==> src/rtl/pcie_mem_arbiter.sv <==
// pcie_mem_arbiter: grants the downstream memory port to one of two requesters per burst and
// routes in-order responses back through a tag FIFO. Define PCIE_ARB_RR_EN for round-robin.
module pcie_mem_arbiter #(
    parameter int DEPTH = 4
) (
    input  logic        i_clk,
    input  logic        i_nrst,
    input  logic        i_m0_valid,
    output logic        o_m0_ready,
    input  logic [96:0] i_m0_req,
    output logic        o_m0_resp_valid,
    input  logic        i_m1_valid,
    output logic        o_m1_ready,
    input  logic [96:0] i_m1_req,
    output logic        o_m1_resp_valid,
    output logic        o_req_mem_valid,
    input  logic        i_req_mem_ready,
    output logic [96:0] o_req_mem,
    input  logic        i_resp_mem_valid,
    output logic [1:0]  o_grant,
    output logic        o_resp_err
);

    localparam int AW = $clog2(DEPTH);
    localparam int CW = AW + 1;

    typedef enum logic [1:0] {
        IDLE = 2'd0,
        OWN0 = 2'd1,
        OWN1 = 2'd2
    } state_e;

    state_e           state_q;
    logic [1:0]       grant_q;
    logic [DEPTH-1:0] tags_q;
    logic [AW-1:0]    wrPtr_q;
    logic [AW-1:0]    rdPtr_q;
    logic [CW-1:0]    count_q;
    logic [CW-1:0]    count_d;
    logic             full_q;
    logic             respErr_q;

    logic ownM0;
    logic ownM1;
    logic accept;
    logic push;
    logic pop;
    logic headTag;
    logic pickM1;

    assign ownM0 = (state_q == OWN0);
    assign ownM1 = (state_q == OWN1);

    assign o_req_mem_valid = ((ownM0 & i_m0_valid) | (ownM1 & i_m1_valid)) & ~full_q;
    assign o_req_mem       = ownM0 ? i_m0_req : (ownM1 ? i_m1_req : '0);
    assign o_m0_ready      = ownM0 & i_req_mem_ready & ~full_q;
    assign o_m1_ready      = ownM1 & i_req_mem_ready & ~full_q;

    // Bit 0 of the bundle is the last flag; only a completed burst earns a response tag.
    assign accept = o_req_mem_valid & i_req_mem_ready;
    assign push   = accept & o_req_mem[0];
    assign pop    = i_resp_mem_valid & (count_q != '0);

    assign headTag         = tags_q[rdPtr_q];
    assign o_m0_resp_valid = pop & ~headTag;
    assign o_m1_resp_valid = pop & headTag;
    assign o_grant         = grant_q;
    assign o_resp_err      = respErr_q;

`ifdef PCIE_ARB_RR_EN
    logic lastServed_q;

    assign pickM1 = i_m1_valid & (~i_m0_valid | ~lastServed_q);

    always_ff @(posedge i_clk or negedge i_nrst) begin
        if (!i_nrst) begin
            lastServed_q <= 1'b1;
        end else if ((state_q == IDLE) && (i_m0_valid | i_m1_valid)) begin
            lastServed_q <= pickM1;
        end
    end
`else
    assign pickM1 = i_m1_valid & ~i_m0_valid;
`endif

    always_ff @(posedge i_clk or negedge i_nrst) begin
        if (!i_nrst) begin
            state_q <= IDLE;
            grant_q <= 2'b00;
        end else begin
            case (state_q)
                IDLE: begin
                    if (i_m0_valid | i_m1_valid) begin
                        state_q <= pickM1 ? OWN1 : OWN0;
                        grant_q <= pickM1 ? 2'b10 : 2'b01;
                    end
                end
                OWN0, OWN1: begin
                    if (push) begin
                        state_q <= IDLE;
                        grant_q <= 2'b00;
                    end
                end
                default: begin
                    state_q <= IDLE;
                    grant_q <= 2'b00;
                end
            endcase
        end
    end

    always_comb begin
        count_d = count_q;
        if (push && !pop) begin
            count_d = count_q + CW'(1);
        end else if (pop && !push) begin
            count_d = count_q - CW'(1);
        end
    end

    // Full is held in a register so a same-cycle pop cannot reopen acceptance.
    always_ff @(posedge i_clk or negedge i_nrst) begin
        if (!i_nrst) begin
            tags_q    <= '0;
            wrPtr_q   <= '0;
            rdPtr_q   <= '0;
            count_q   <= '0;
            full_q    <= 1'b0;
            respErr_q <= 1'b0;
        end else begin
            if (push) begin
                tags_q[wrPtr_q] <= ownM1;
                wrPtr_q         <= wrPtr_q + AW'(1);
            end
            if (pop) begin
                rdPtr_q <= rdPtr_q + AW'(1);
            end
            count_q <= count_d;
            full_q  <= (count_d == CW'(DEPTH));
            if (i_resp_mem_valid && (count_q == '0)) begin
                respErr_q <= 1'b1;
            end
        end
    end

endmodule

==> config.mk <==
export PLATFORM = sky130hd
export DESIGN_NAME = pcie_mem_arbiter
export DESIGN_NICKNAME = d
export VERILOG_FILES = /design/src/rtl/pcie_mem_arbiter.sv
export SDC_FILE = /design/constraint.sdc
export NUM_CORES = 1
export LEC_CHECK = 0
export BUFFER_PORTS_ARGS = -buffer_cell sky130_fd_sc_hd__buf_4
export CORE_AREA = 2 2 119 121
export CTS_BUF_LIST = sky130_fd_sc_hd__clkbuf_2 sky130_fd_sc_hd__clkbuf_4 sky130_fd_sc_hd__clkbuf_8
export CTS_CLUSTER_DIAMETER = 100
export DETAILED_ROUTE_END_ITERATION = 10
export DIE_AREA = 0 0 121 123
export GPL_ROUTABILITY_DRIVEN = 1
export GPL_TIMING_DRIVEN = 0
export PLACE_DENSITY_LB_ADDON = 0.1
export SYNTH_ARGS = -nofsm -noshare
export SYNTH_HDL_FRONTEND = slang
export SYNTH_SLANG_ARGS = --single-unit
==> constraint.sdc <==
create_clock -name i_clk -period 2.3 [get_ports i_clk]
set_input_delay 0.23 -clock i_clk [delete_from_list [all_inputs] [get_ports i_clk]]
set_output_delay 0.23 -clock i_clk [all_outputs]
set_load 0.02 [all_outputs]
==> results of run 1 <==
## metal layers
| layer | track usage, % | up-vias | share of wire [%] |
|---|---|---|---|
| met2 | 32.3 | 151 | 52 |
| li1 | - | 1976 | - |
| met1 | 20.2 | 1781 | 37 |
| met3 | 3.87 | 16 | 8.7 |
| met5 | 0 | - | 0 |
| met4 | 3.92 | 0 | 2.2 |
## synth_stat cells, types with 2 or more instances
| cell type | number |
|---|---|
| nor2_1 | 7 |
| clkbuf_1 | 30 |
| o21ai_0 | 99 |
| a21boi_0 | 2 |
| nor2b_1 | 2 |
| nand2b_1 | 2 |
| ha_1 | 10 |
| dfrtp_1 | 15 |
| nand3_1 | 2 |
| a22o_1 | 2 |
| mux2_2 | 4 |
| nand2_1 | 199 |
| a211oi_1 | 2 |
| inv_1 | 11 |
| xnor2_1 | 4 |
## metrics by stage
| step | total power, mW | cell area, um^2 |
|---|---|---|
| 2_1_floorplan | 2.94 | 2310 |
| 4_1_cts | 5.31 | 4920 |
| 5_1_grt | 5.77 | 4990 |
| 3_3_place_gp | 4.94 | 4810 |
| 3_5_place_dp | 5.00 | 4810 |
| 6_report | 5.34 | 4990 |
## area by class of cell
cell class	count	area [um^2]
tap	180	225
clock buffer	3	41.3
clock inverter	1	5.00
fill	1489	8630
buffer	34	216
timing repair buffer	309	2320
multi-input combinational	355	1760
sequential	15	375
inverter	11	41.3
## sequential cells by signal (all words and copies together) (netlist names)
register    flops
tags_q          4
count_q         3
rdPtr_q         2
wrPtr_q         2
o_resp_err      1
o_grant         2
full_q          1
## power groups by stage
| stage | clock network (mW) | logic [mW] | registers [mW] |
|---|---|---|---|
| 3_3_place_gp | 0 | 4.48 | 0.459 |
| 3_5_place_dp | 0 | 4.54 | 0.461 |
| 4_1_cts | 0.229 | 4.62 | 0.459 |
| 5_1_grt | 0.241 | 5.06 | 0.477 |
| 6_report | 0.221 | 4.66 | 0.460 |
| 2_1_floorplan | 0 | 2.48 | 0.460 |
## cell usage in the layout, fill, tap and decap left out, drive strengths merged
cell         instances
and3                 1
a211oi               3
nand2b               2
nand3                2
clkbuf              32
xnor2                4
mux2                 5
xor2                 1
o21bai               1
o211ai               1
o22ai                1
dlygate4sd3          1
clkinv               1
dfrtp               15
nor4b                1
a21boi               2
o21ai               99
o2bb2a               1
a2bb2oi              1
nor3                 1
a21o                 1
nor2                 7
a21oi                1
inv                 11
ha                  10
or3                  1
a22o                 2
mux2i                1
nand3b               2
a22oi                1
buf                313
maj3                 1
nor2b                2
nand2              199
mux4                 1
## cells by family (layout without fill, tap and decap cells)
group / after synthesis / in the layout / share of synthesized area, %
buffers and inverters: 45 / 358 / 7.84
muxes: 7 / 7 / 4.00
DFF: 15 / 15 / 16.2
adders and majority gates: 11 / 11 / 5.84
and+or+nand+nor: 218 / 218 / 37.3
xor gates and xnor gates: 5 / 5 / 1.89
AOI/OAI and AO/OA: 114 / 114 / 26.9
## worst max path at each step
| stage | end | cells after the start | start | slack, ps |
|---|---|---|---|---|
| after floorplan | o_req_mem[85] | 7 | o_grant[0] | 70 |
| after global placement | o_req_mem[18] | 8 | o_grant[1] | -610 |
| after detailed placement | o_req_mem[18] | 8 | o_grant[1] | -680 |
| after CTS | full_q | 7 | o_grant[0] | 6 |
| after global routing | full_q | 8 | o_grant[0] | -80 |
| final | full_q | 8 | o_grant[0] | 40 |
## worst max-delay path: cells and delay by family (launching register included)
kind / cells / cell delay [ps]
fa+ha+maj: 1 / 210
buf+inv: 3 / 430
compound gates: 2 / 620
mux: 1 / 370
simple gates: 1 / 90
flops: 1 / 420
## what timing repair did
| item | 4_1_cts | 5_1_grt |
|---|---|---|
| setup endpoints to repair | 98 | 94 |
| gates resized for setup | 24 | 32 |
| hold buffers | 1 | 0 |
| buffers inserted | 0 | 5 |
| pin swaps | 1 | 1 |
| endpoints found under the hold margin | 15 | 0 |
==> flow_summary.ini, run 1 <==
[outcome]
outcome = complete, no violations

[run]
max-cap-violations = 0

[cells_and_area]
final_nets = 939
antennaDiodeCount = 0
utilization_pct = 36.6
finish.cell_count_without_fillers = 908
area_delta_synth_final_pct = 116
post_route_cells_drive_above_1_share_pct = 47.5

[synthesis]
postSynth.topFlopCell = dfrtp_1
mappedNetlistNets = 625
synth.distinct_cells = 39
synth-seq-area-share_pct = 16.2
synthesis.area_um2 = 2310
post_synth.cell_area_avg_um2 = 5.57
post_synth_main_area_contributors = nand2_1, o21ai_0, dfrtp_1
synth_warnings = 0
synth_top_cell_by_area = nand2_1
syn_inst = 415
yosys_register_bits = 15
synth-edff-count = 0
yosys.area.top_type_share_pct = 32.3
synth-async-reset-ratio_pct = 100

[sta]
rsz_0062_raised_after_global_routing = true
fin_setup_tns_ps = 0
finalCritPeriodShare_pct = 98.4
finalWorstPathRequiredPeriod_ps = 2260
worst-slew-pin-transition_ps = 453
final.setup_skew_ps = 4.66
slew_viol_final = 0
worst_hold_slack_ps = 282
timing.slew.headroom_pct = 69.8
timing.fmax_mhz = 442
setup_violations = 0
worst_slack_ps = 36.9
hold_violations = 0

[worst_hold_path]
worst_hold_path.num_cells = 3
min_to = o_grant[0]
hold_class = in2reg
min-delay-start = i_m0_valid

[clock_tree]
root_buffer = clkbuf_8
clk-insertion-delay-late_ps = 250
max-clock-path-buffers = 2
clk_pin_slew_ps = 60
cts_tree = built
h_tree_level_count = 1
cts_made_buffers = 3
clkSinkCount = 15

[power_and_ir_drop]
sw_frac_of_total_pct = 55.6
power_density_nw_per_um2 = 1070
p_leak_nw = 2.53
clock_power_share_pct = 4.1
p_int_mw = 2.37
ir_drop_v = 0.000512
switching_power_mw = 2.97
sequentialPowerShare_pct = 8.6
combPwrFrac_pct = 87.2

[global_routing]
first_global_vias = 3698
grt_start_max_net_pins = 16
grt_antenna_before_repair = 0
grt_pass1_wl_mm = 20.3
global_route.usage.total_pct = 17.4
global_route.overflow_total = 0

[setup_path]
critical_path_peak_fanout = 10
cp_slowest_stage_delay_ps = 420
regToRegSetupSlack_ps = 40
timing_worst_setup_path_type = reg2reg
crit_arrival_ps = 2390
ff2ff_path_depth = 8
r2r-end = full_q
timing.critical_path.to_type = flop
crit_path_top_delay_cell = dfrtp_1
startpoint_type = flop
cp_data_required_time_ps = 2430
crit_chain = inv_1, ha_1, buf_6, buf_4, nand3b_4, a211oi_4, mux2_2, o2bb2a_1
worstReg2RegStart = o_grant[0]

[floorplanning]
initial_util_pct = 17.0
design.die.area_um2 = 14900
die-height_um = 123
num_rows = 43
fp.dieW_um = 121
core_region_area_um2 = 13600
num_io_pins = 305

[routing]
drtAntennaViolNets = 0
routed_wire_length_per_instance_um = 16.1
drt_drc_violations_left = 0
routed-via-count = 3924
firstDrtPassIters = 4
wirelength_mm = 14.6
drt-initial-drc-count = 233
vias_per_inst = 4.32

[place]
hpwlAfterDp_mm = 12.3
numPortBuffers = 303
detailedPlace.worstSlack_ps = -680
placed_cells_incl_taps = 898
finalWeightedCongestion = 0.857
Power figures use the tool's default switching activity.
==> run 2, diff against run 1 <==
--- a/config.mk
+++ b/config.mk
@@ -5,10 +5,11 @@
 export SDC_FILE = /design/constraint.sdc
 export NUM_CORES = 1
 export LEC_CHECK = 0
-export BUFFER_PORTS_ARGS = -buffer_cell sky130_fd_sc_hd__buf_4
+export BUFFER_PORTS_ARGS = -buffer_cell sky130_fd_sc_hd__buf_2
 export CORE_AREA = 2 2 119 121
 export CTS_BUF_LIST = sky130_fd_sc_hd__clkbuf_2 sky130_fd_sc_hd__clkbuf_4 sky130_fd_sc_hd__clkbuf_8
 export CTS_CLUSTER_DIAMETER = 100
+export CTS_CLUSTER_SIZE = 40
 export DETAILED_ROUTE_END_ITERATION = 10
 export DIE_AREA = 0 0 121 123
 export GPL_ROUTABILITY_DRIVEN = 1
==> run 2 against run 1 <==
Utilization fell by 5.6 points; critical endpoint unchanged; largest power group unchanged; first-iteration DRC count decreased by 11%; combinational power fell by 12%.
==> flow_summary.ini, run 2 (synthesized netlist as in run 1, its figures left out) <==
[global_routing]
first_global_vias = 3603
grt_pass1_wl_mm = 19.6
grt_start_max_net_pins = 16
grt_antenna_before_repair = 1
global_route.overflow_total = 0
global_route.usage.total_pct = 16.6

[cells_and_area]
mostFrequentLayoutCells = buf_2, nand2_1, o21ai_0
area_delta_synth_final_pct = 82.6
utilization_pct = 31.0
post_route_cells_drive_above_1_share_pct = 47.6
largest_reg_flops = 4
fillerInstances = 1565
finish.cell_count_without_fillers = 907
layout_commonest_cell = buf_2
reg.largest.list = tags_q (4), count_q (3)
final_nets = 936
regMostFlops = tags_q

[sta]
final.setup_skew_ps = 4.75
worst_slack_ps = 68.7
worst-slew-pin-transition_ps = 527
hold_violations = 0
setup_violations = 0
rsz_0062_raised_after_global_routing = true
timing.slew.headroom_pct = 64.9
slew_viol_final = 0
timing.fmax_mhz = 448
finalWorstPathRequiredPeriod_ps = 2230
finalCritPeriodShare_pct = 97.0

[power_and_ir_drop]
power_density_nw_per_um2 = 1140
combPwrFrac_pct = 85.5
ir_drop_v = 0.000382
sequentialPowerShare_pct = 9.7
switching_power_mw = 2.92
p_leak_nw = 2.31
sw_frac_of_total_pct = 60.8
p_int_mw = 1.88
clock_power_share_pct = 4.8

[setup_path]
timing.critical_path.to_type = flop
critical_path_peak_fanout = 10
timing_worst_setup_path_type = reg2reg
crit_arrival_ps = 2360
crit_path_top_delay_cell = dfrtp_2
startpoint_type = flop
cp_data_required_time_ps = 2430
ff2ff_path_depth = 8
cp_slowest_stage_delay_ps = 440
crit_chain = inv_1, ha_1, buf_6, buf_4, nand3b_4, a211oi_4, mux2_2, o2bb2a_1

[place]
placed_cells_incl_taps = 898
detailedPlace.worstSlack_ps = -778
finalWeightedCongestion = 0.825
hpwlAfterDp_mm = 11.7
numPortBuffers = 303

[routing]
drtAntennaViolNets = 0
routed-via-count = 3935
drt-initial-drc-count = 207
vias_per_inst = 4.34
routed_wire_length_per_instance_um = 15.5
wirelength_mm = 14.1
firstDrtPassIters = 6
drt_drc_violations_left = 0

[clock_tree]
cts_made_buffers = 3
clkSinkCount = 15
clk_pin_slew_ps = 70
cts_tree = built
max-clock-path-buffers = 2
clk-insertion-delay-late_ps = 250
root_buffer = clkbuf_8
h_tree_level_count = 1

[floorplanning]
core_region_area_um2 = 13600
num_rows = 43
die-height_um = 123
design.die.area_um2 = 14900
initial_util_pct = 17.0
fp.dieW_um = 121
num_io_pins = 305

[worst_hold_path]
hold_class = in2reg
worst_hold_path.num_cells = 3

[run]
max-cap-violations = 0

[outcome]
outcome = complete, no violations
==> run 2: cell count changes in the layout (fill, tap and decap cells not counted), moves of 2 or more <==
cell | before | now
buf_4 | 311 | 6
buf_2 | 0 | 305
clkbuf_2 | 10 | 7
clkbuf_1 | 9 | 11
diode_2 | 0 | 2
==> run 2: layout make-up <==
cell class | count | area, um^2 | area share (%)
Inverter | 11 | 41.3 | 0.977
Tap cell | 180 | 225 | 5.33
Timing Repair Buffer | 306 | 1540 | 36.5
Multi-Input combinational cell | 355 | 1780 | 42.0
Antenna cell | 2 | 5.00 | 0.118
Clock buffer | 4 | 48.8 | 1.15
Buffer | 34 | 209 | 4.95
Sequential cell | 15 | 377 | 8.91
==> run 2: worst paths after layout <==
kind | startpoint | to | slack, ps
max in group asynchronous | i_nrst | o_grant[0] | 1590
worst min-delay path | i_m0_valid | o_grant[0] | 270
worst min register to register | o_resp_err | o_resp_err | 470
min in group asynchronous | i_nrst | o_grant[1] | 420
worst max register to register | o_grant[0] | full_q | 70
worst max-delay path | o_grant[0] | full_q | 70
==> run 2: worst max-delay path: cells and delay by family (launching register included) <==
family	cells	cell delay, ps
DFF	1	440
AOI/OAI and AO/OA	2	570
muxes	1	370
buffers and inverters	3	430
adders and majority gates	1	210
and+or+nand+nor	1	90
==> run 2: power groups by stage <==
stage | clock [mW] | sequential, mW | combinational [mW]
after floorplan | 0 | 0.460 | 2.48
after global placement | 0 | 0.462 | 3.96
after detailed placement | 0 | 0.465 | 3.98
after CTS | 0.238 | 0.461 | 4.09
after global routing | 0.254 | 0.483 | 4.51
final | 0.230 | 0.466 | 4.10
==> run 2: layer usage <==
| metal | track usage [%] | vias up | share of wire [%] |
|---|---|---|---|
| li1 | - | 1975 | - |
| met3 | 4.24 | 12 | 8.7 |
| met2 | 30.2 | 161 | 51 |
| met1 | 19.9 | 1787 | 39 |
| met5 | 0 | - | 0 |
| met4 | 2.83 | 0 | 1.3 |
==> run 2: per-stage QoR <==
step	power [mW]	instance area, um^2	TNS, ps	hold slack (ps)
2_1_floorplan	2.94	2310	0	-65.6
3_3_place_gp	4.43	4060	-50700	172
3_5_place_dp	4.45	4060	-52150	179
4_1_cts	4.79	4180	-42.9	263
5_1_grt	5.25	4220	-34.5	305
6_report	4.80	4230	0	275
==> run 2: repair_timing <==
action | in CTS | in global routing
gates cloned | 0 | 0
hold buffers | 1 | 0
setup endpoints to repair | 98 | 97
endpoints found under the hold margin | 15 | 0
resized for setup | 29 | 23
setup buffers | 1 | 1
pin swaps | 1 | 0
